<file path="src/rtl/sync_filter_bank.sv">
`default_nettype none
// ============================================================================
// Module   : sync_filter_bank
// Brief    : WIDTH-channel STAGES-flop synchronizer with optional stability
//            filter (macro SYNC_FILTER_EN), rise/fall pulses and a saturating
//            transition counter.
// Revision : 1.0 - initial release
// ============================================================================
module sync_filter_bank #(
    parameter int               WIDTH         = 4,
    parameter int               STAGES        = 2,
    parameter int               FILTER_CYCLES = 4,
    parameter logic [WIDTH-1:0] RESET_VAL     = '0,
    parameter int               COUNT_W       = 8
) (
    input  logic               clk,
    input  logic               rst_n,
    input  logic [WIDTH-1:0]   async_in,
    input  logic               evt_clr,
    output logic [WIDTH-1:0]   sync_out,
    output logic [WIDTH-1:0]   rise,
    output logic [WIDTH-1:0]   fall,
    output logic [COUNT_W-1:0] evt_count
);

    localparam int POP_W = $clog2(WIDTH + 1);
    localparam int SUM_W = COUNT_W + POP_W;
    localparam logic [SUM_W-1:0] EVT_MAX = SUM_W'({COUNT_W{1'b1}});

    if (WIDTH < 1 || STAGES < 2 || FILTER_CYCLES < 1) begin : g_param_check
        $error("sync_filter_bank: requires WIDTH>=1, STAGES>=2, FILTER_CYCLES>=1");
    end

    logic [WIDTH-1:0] chain_q [STAGES];
    logic [WIDTH-1:0] chain_d [STAGES];
    logic [WIDTH-1:0] synced_w;
    logic [WIDTH-1:0] sync_out_w;
    logic [WIDTH-1:0] sync_dly_q;
    logic [WIDTH-1:0] sync_dly_d;
    logic [WIDTH-1:0] edge_w;
    logic [POP_W-1:0] evt_pop_w;
    logic [SUM_W-1:0] evt_sum_w;
    logic [COUNT_W-1:0] evt_count_q;
    logic [COUNT_W-1:0] evt_count_d;

    // Plain shift chain: nothing may sit between metastability stages.
    always_comb begin
        chain_d[0] = async_in;
        for (int k = 1; k < STAGES; k++) begin
            chain_d[k] = chain_q[k-1];
        end
    end

    always_ff @(posedge clk or negedge rst_n) begin
        if (!rst_n) begin
            for (int k = 0; k < STAGES; k++) begin
                chain_q[k] <= RESET_VAL;
            end
        end else begin
            for (int k = 0; k < STAGES; k++) begin
                chain_q[k] <= chain_d[k];
            end
        end
    end

    assign synced_w = chain_q[STAGES-1];

`ifdef SYNC_FILTER_EN
    localparam int CNT_W = $clog2(FILTER_CYCLES + 1);
    localparam logic [CNT_W-1:0] CNT_LAST = CNT_W'(FILTER_CYCLES - 1);

    logic [CNT_W-1:0] cnt_q [WIDTH];
    logic [CNT_W-1:0] cnt_d [WIDTH];
    logic [WIDTH-1:0] sync_out_q;
    logic [WIDTH-1:0] sync_out_d;

    // A channel only follows the synced value once it has differed from the
    // current output for FILTER_CYCLES consecutive edges.
    always_comb begin
        sync_out_d = sync_out_q;
        for (int i = 0; i < WIDTH; i++) begin
            cnt_d[i] = cnt_q[i];
            if (synced_w[i] == sync_out_q[i]) begin
                cnt_d[i] = '0;
            end else if (cnt_q[i] == CNT_LAST) begin
                sync_out_d[i] = synced_w[i];
                cnt_d[i]      = '0;
            end else begin
                cnt_d[i] = cnt_q[i] + 1'b1;
            end
        end
    end

    always_ff @(posedge clk or negedge rst_n) begin
        if (!rst_n) begin
            sync_out_q <= RESET_VAL;
            for (int i = 0; i < WIDTH; i++) begin
                cnt_q[i] <= '0;
            end
        end else begin
            sync_out_q <= sync_out_d;
            for (int i = 0; i < WIDTH; i++) begin
                cnt_q[i] <= cnt_d[i];
            end
        end
    end

    assign sync_out_w = sync_out_q;
`else
    assign sync_out_w = synced_w;
`endif

    assign sync_dly_d = sync_out_w;
    assign rise       = sync_out_w & ~sync_dly_q;
    assign fall       = ~sync_out_w & sync_dly_q;
    assign edge_w     = rise | fall;

    // Sum is widened so several simultaneous edges cannot wrap past the limit.
    always_comb begin
        evt_pop_w = '0;
        for (int i = 0; i < WIDTH; i++) begin
            evt_pop_w = evt_pop_w + POP_W'(edge_w[i]);
        end
        evt_sum_w = SUM_W'(evt_count_q) + SUM_W'(evt_pop_w);
        if (evt_clr) begin
            evt_count_d = '0;
        end else if (evt_sum_w > EVT_MAX) begin
            evt_count_d = '1;
        end else begin
            evt_count_d = evt_sum_w[COUNT_W-1:0];
        end
    end

    always_ff @(posedge clk or negedge rst_n) begin
        if (!rst_n) begin
            sync_dly_q  <= RESET_VAL;
            evt_count_q <= '0;
        end else begin
            sync_dly_q  <= sync_dly_d;
            evt_count_q <= evt_count_d;
        end
    end

    assign sync_out  = sync_out_w;
    assign evt_count = evt_count_q;

endmodule
`default_nettype wire

</file>
<file path="config.mk">
export PLATFORM = sky130hd
export DESIGN_NAME = sync_filter_bank
export DESIGN_NICKNAME = d
export VERILOG_FILES = /design/src/rtl/sync_filter_bank.sv
export SDC_FILE = /design/constraint.sdc
export NUM_CORES = 1
export LEC_CHECK = 0
export ABC_AREA = 1
export BUFFER_PORTS_ARGS = -buffer_cell sky130_fd_sc_hd__buf_2
export CAP_MARGIN = 20
export CELL_PAD_IN_SITES_DETAIL_PLACEMENT = 1
export CELL_PAD_IN_SITES_GLOBAL_PLACEMENT = 1
export CORE_ASPECT_RATIO = 1.25
export CORE_MARGIN = 4
export CORE_UTILIZATION = 38
export CTS_CLUSTER_SIZE = 28
export DETAILED_ROUTE_END_ITERATION = 10
export MAX_ROUTING_LAYER = met4
export PLACE_DENSITY = 0.86
export SLEW_MARGIN = 15
export SYNTH_ARGS = -nofsm -noshare
export SYNTH_HDL_FRONTEND = slang
export SYNTH_SLANG_ARGS = --single-unit
export TNS_END_PERCENT = 1
</file>
<file path="constraint.sdc">
create_clock -name clk -period 3 [get_ports clk]
set_input_delay 0.15 -clock clk [delete_from_list [all_inputs] [get_ports clk]]
set_output_delay 0.15 -clock clk [all_outputs]
set_load 0.005 [all_outputs]
</file>
======== After elaboration in Yosys (flattened, before gate mapping) ========
Index checks and enable logic that the tools add are counted.
storage, ports and cells
  register bits after elaboration ......... 20
  input port bits ......................... 7
  output and inout bits ................... 20
  logic and storage cells ................. 16
operators by class
  add/sub/neg operators ................... 4
  order comparisons ....................... 1
  mux-type cells .......................... 2
  bitwise logic cells ..................... 5
operator list
  cell                                                 count
  2-to-1 mux 8 bit                                     2
  adder 8 x 3 -> 9 bit                                 1
  > comparator 9 x 8 -> 1 bit (second input constant)  1
  bitwise AND 4 bit                                    2
  inverter 4 bit                                       2
  bitwise OR 4 bit                                     1
  adder 2 x 1 -> 3 bit                                 1
  adder 3 x 1 -> 3 bit                                 1
  adder 1 x 1 -> 2 bit                                 1

======== Depth between registers and ports, before layout ========
  depth in word-level cells ............... 10
  gate-level depth with buffers ........... 12
  depth with buffers taken out ............ 12

======== Worst setup path before layout ========
Ideal clock, no wire load.
  path type ............................... register to register
  start point ............................. register chain_q, in the netlist sync_out[0]
  end point ............................... register evt_count_q[7], in the netlist evt_count[7]
  library setup time ...................... 117 ps
  data arrival time ....................... 2536 ps
  required time ........................... 2883 ps
  setup slack ............................. 347 ps
  cell stages (with the launch flop) ...... 13
  clock period less this slack ............ 2653 ps
  cells stage by stage .................... dfrtp_1 -> inv_1 -> ha_1 -> fa_1 -> inv_1 -> fa_1 -> fa_1 -> nand2_2 -> nor2_4 -> inv_2 -> nand2_1 -> nor2_1 -> nor2_1
on the way
  cells in the longest elaborated chain, start to end .. 10
  elaborated cells on any way between the ends .. 11
  classes of those cells .................. add/sub (4); order compare (1); mux (2); bitwise (4)
RTL lines
  what                               line  source
  from (decl)                        34    logic [WIDTH-1:0] chain_q [STAGES];
  from (signal, indexed assignment)  61    chain_q[k] <= chain_d[k];
  inverter 4 bit                     115   assign fall = ~sync_out_w & sync_dly_q;
  bitwise AND 4 bit                  115
  bitwise OR 4 bit (*)               116   assign edge_w = rise | fall;
  adder 1 x 1 -> 2 bit (*)           122   evt_pop_w = evt_pop_w + POP_W'(edge_w[i]);
  adder 2 x 1 -> 3 bit (*)           122
  adder 3 x 1 -> 3 bit (*)           122
  adder 8 x 3 -> 9 bit (*)           124   evt_sum_w = SUM_W'(evt_count_q) + SUM_W'(evt_pop_w);
  > comparator 9 x 8 -> 1 bit        127   end else if (evt_sum_w > EVT_MAX) begin
  2-to-1 mux 8 bit (*)               127
  2-to-1 mux 8 bit (*)               125   if (evt_clr) begin
  net evt_count_d[7]                 44    logic [COUNT_W-1:0] evt_count_d;
  to (signal assigned)               140   evt_count_q <= evt_count_d;
  to (decl)                          43    logic [COUNT_W-1:0] evt_count_q;
The timed path passes the listed nets; every way through them passes the cells marked *.

======== Worst setup path in the final report ========
  start point ............................. register chain_q, in the netlist sync_out[0]
  end point ............................... register evt_count_q[5], in the netlist evt_count[5]
The elaborated chain is that of the path after synthesis.

==> reports/results.md <==
## Outcome
* complete, no violations — outcome

## Cells and area
* 28.7% — post-synthesis to final-layout area growth
* sky130_fd_sc_hd__buf_2 — leading cell type in the layout, fill and taps excluded
* 28.3% — share of cells above drive strength 1
* 147 — number of nets in the finished design
* 0 — number of antenna cells inserted
* 26 x sky130_fd_sc_hd__buf_2, 23 x sky130_fd_sc_hd__inv_1, 20 x sky130_fd_sc_hd__dfrtp_1 — commonest non-fill, non-tap cells in the layout

## Synthesis
* 956 um2 — synthesized area
* 0 — warning count from the yosys run
* 52.4% — portion of the post-synthesis area used by sequential elements
* 111 — Mapped Nets
* 17 — post-synthesis cell type count
* 20 — Yosys reg bits
* 92 — synthesized instance count
* 10.4 um2 — syn avg cell area

## Global routing
* met2 — highest-utilization routing layer at the global route stage
* 0 — initial antenna violation count
* 21 — maximum number of pins on one net before global-route repair
* 0 — GR Overflow Total
* 15.9% — met1 Track Usage GR
* 2.80% — global-route met3 utilization
* 3770 um — wire length of the first global-routing pass
* 15.7% — global-route total usage across every layer
* 28.6% — global routing met2 resource utilization
* 851 — vias in the first global route

## Pwr
* 31.1% — switching portion of total power
* 623 nW/um2 — Power Density
* 29.1% — fraction of power consumed by the clock network
* 43.1% — share of total power in sequential cells
* 363 uV — worst ir drop on vdd
* 0.239 mW — switching power
* 0.767 mW — Final Power
* 0.528 mW — internal power summed over all cells
* 0.697 nW — leakage
* 27.8% — logic gate share of total power

## Setup path
* 190 ps — setup slack of the worst register-to-register path
* 12 — cells on worst reg2reg path
* sync_out[0] — worst reg2reg startpoint
* 3030 ps — data arrival at the endpoint of the critical path
* evt_count[5] — reg2reg end
* 6 — Critical Path Fanout Max
* 510 ps — CP peak stage delay
* flop — type of element launching the critical path
* flop — critical path endpoint category
* 3220 ps — required time at the worst-slack endpoint
* inv_1 > ha_1 > fa_1 > inv_1 > fa_1 > fa_1 > nand2_2 > nor2_4 > nand3_4 > nand3_2 > nand2_1 > inv_1 — critical path cell sequence
* reg2reg — Setup CP Type
* adder cells — CP delay by family, top
* sky130_fd_sc_hd__fa_1 — Max stage delay cell, worst path
* 3 — buffering stage count on the worst path with inverters included
* sync_out[0] — CP startpoint

## Drt
* 5 — drt first-iter violations
* 13.3 um — wire per inst
* 737 — routed vias
* 0 — post-detailed-route count of antenna-violating nets
* 0 — Residual DRC
* 4.61 — routed via count divided by cell count
* 2130 um — routed wire length
* 4 — detailed-router iteration count before antenna repair

## Clocking
* 120 ps — clock slew at the register clock pins of the worst setup and hold paths
* 310 ps — Skew-Pair Late Insertion Delay
* 0 — quantity of gates resized following cts
* 5 — hold-fix buffer count after cts
* done — TritonCTS clock tree
* 0 — total setup buffers inserted after CTS
* 2 — maximum buffer depth of the clock tree
* 3 — number of buffers inserted during clock tree synthesis
* sky130_fd_sc_hd__clkbuf_4 — Clock Root Buffer
* 20 — count of clock tree sinks
* 1 — htree depth

## Timing
* 0 — # setup viols final
* 356 MHz — Max Clock Freq
* 2810 ps — Min Clock Period, post-route
* 69.8% — Slew Limit Headroom
* 0 ps — setup_tns
* 452 ps — actual transition at the worst max-transition pin
* 0 — number of pins with negative max-slew slack in the final report
* false — unrepaired setup endpoints after global routing
* 93.6% — Final period util
* 0 — final hold violation count
* 4.45 ps — largest clock skew in the final design

## Worst hold path
* in2reg — Hold Crit Class
* evt_clr — start point of the worst min-delay path
* 2 — WHS Path Cells
* evt_count[2] — endpoint with the worst hold slack

## Die
* 2430 um2 — placeable core area
* 52.9 um — Chip Width
* 3390 um2 — Die Area
* 64.1 um — height of the chip
* 39.4% — Starting Density
* 27 — number of primary I/O pins
* 20 — Cell Rows

## Placed design
* 26 — number of I/O port buffers
* 1740 um — post-DP HPWL
* 0.842 — weighted congestion at the end of routability-driven global placement

## Job
* 0 — max-cap check violation count

-- worst register-to-register path, delay by kind of cell, from the launching register on --
family | cells | cell delay, ps
adders and majority gates | 4 | 1740
and+or+nand+nor | 5 | 420
buffers and inverters | 3 | 160
DFF | 1 | 410
-- power by group through the flow --
stage / Clock, mW / Combinational, mW / Sequential, mW
2_1_floorplan: 0 / 0.128 / 0.333
3_3_place_gp: 0 / 0.193 / 0.334
3_5_place_dp: 0 / 0.213 / 0.337
4_1_cts: 0.228 / 0.221 / 0.332
5_1_grt: 0.246 / 0.248 / 0.337
6_report: 0.223 / 0.213 / 0.330
-- sequential cells by signal (all words and copies together), names as in the netlist --
name and cells:
sync_out 4, evt_count 8, chain_d 4, sync_dly_q 4
-- stage by stage --
stage | hold slack [ps] | instance area, um2 | setup WS (ps) | instances | utilization [%]
CTS | 79.4 | 1230 | 143 | 160 | 50.7
finish | 78.1 | 1230 | 192 | 160 | 50.7
global placement | 117 | 1130 | 313 | 151 | 46.4
floorplan | -146 | 956 | 347 | 92 | -
global route | 69.6 | 1230 | 18.5 | 160 | 50.7
detailed placement | 122 | 1130 | 175 | 151 | 46.4
-- kinds of logic (layout without fill, tap and decap cells) --
group,after synthesis,after routing,synth area share [%]
buffers and inverters,25,60,9.82
AOI/OAI and AO/OA,6,6,3.40
adders and majority gates,12,12,18.1
DFF,20,20,52.4
and+or+nand+nor,28,28,15.4
xor gates and xnor gates,1,1,0.916
-- synth_stat cells, drive strengths merged --
cell type  number  share of area (%)
ha              9                 12
fa              3                6.3
a21oi           5                2.6
nor2            3                2.0
nor3            2                1.0
xnor2           1               0.92
nand2          15                6.4
o21bai          1               0.79
clkinv          1               0.39
nand3           8                6.0
dfrtp          20                 52
inv            24                9.4
-- routing by layer --
layer / vias up / part of all wire, %
met3: 4 / 5.8
met2: 22 / 57
met5: - / 0
met1: 364 / 36
li1: 347 / -
met4: 0 / 1.4
-- layout make-up --
| class | count | area [um2] |
|---|---|---|
| fill | 297 | 1200 |
| tap | 33 | 41.3 |
| timing repair buffer | 31 | 180 |
| clock inverter | 1 | 30.0 |
| clock buffer | 3 | 22.5 |
| inverter | 25 | 93.8 |
| sequential | 20 | 500 |
| multi-input combinational | 47 | 362 |
-- worst max-delay path by stage --
| stage | cells after the start | slack (ps) | to |
|---|---|---|---|
| finish | 12 | 190 | evt_count[5] |
| global route | 12 | 20 | evt_count[5] |
| CTS | 12 | 140 | evt_count[3] |
| detailed placement | 12 | 170 | evt_count[7] |
| global placement | 12 | 310 | evt_count[7] |
| floorplan | 12 | 350 | evt_count[7] |
Power figures use the tool's default switching activity.
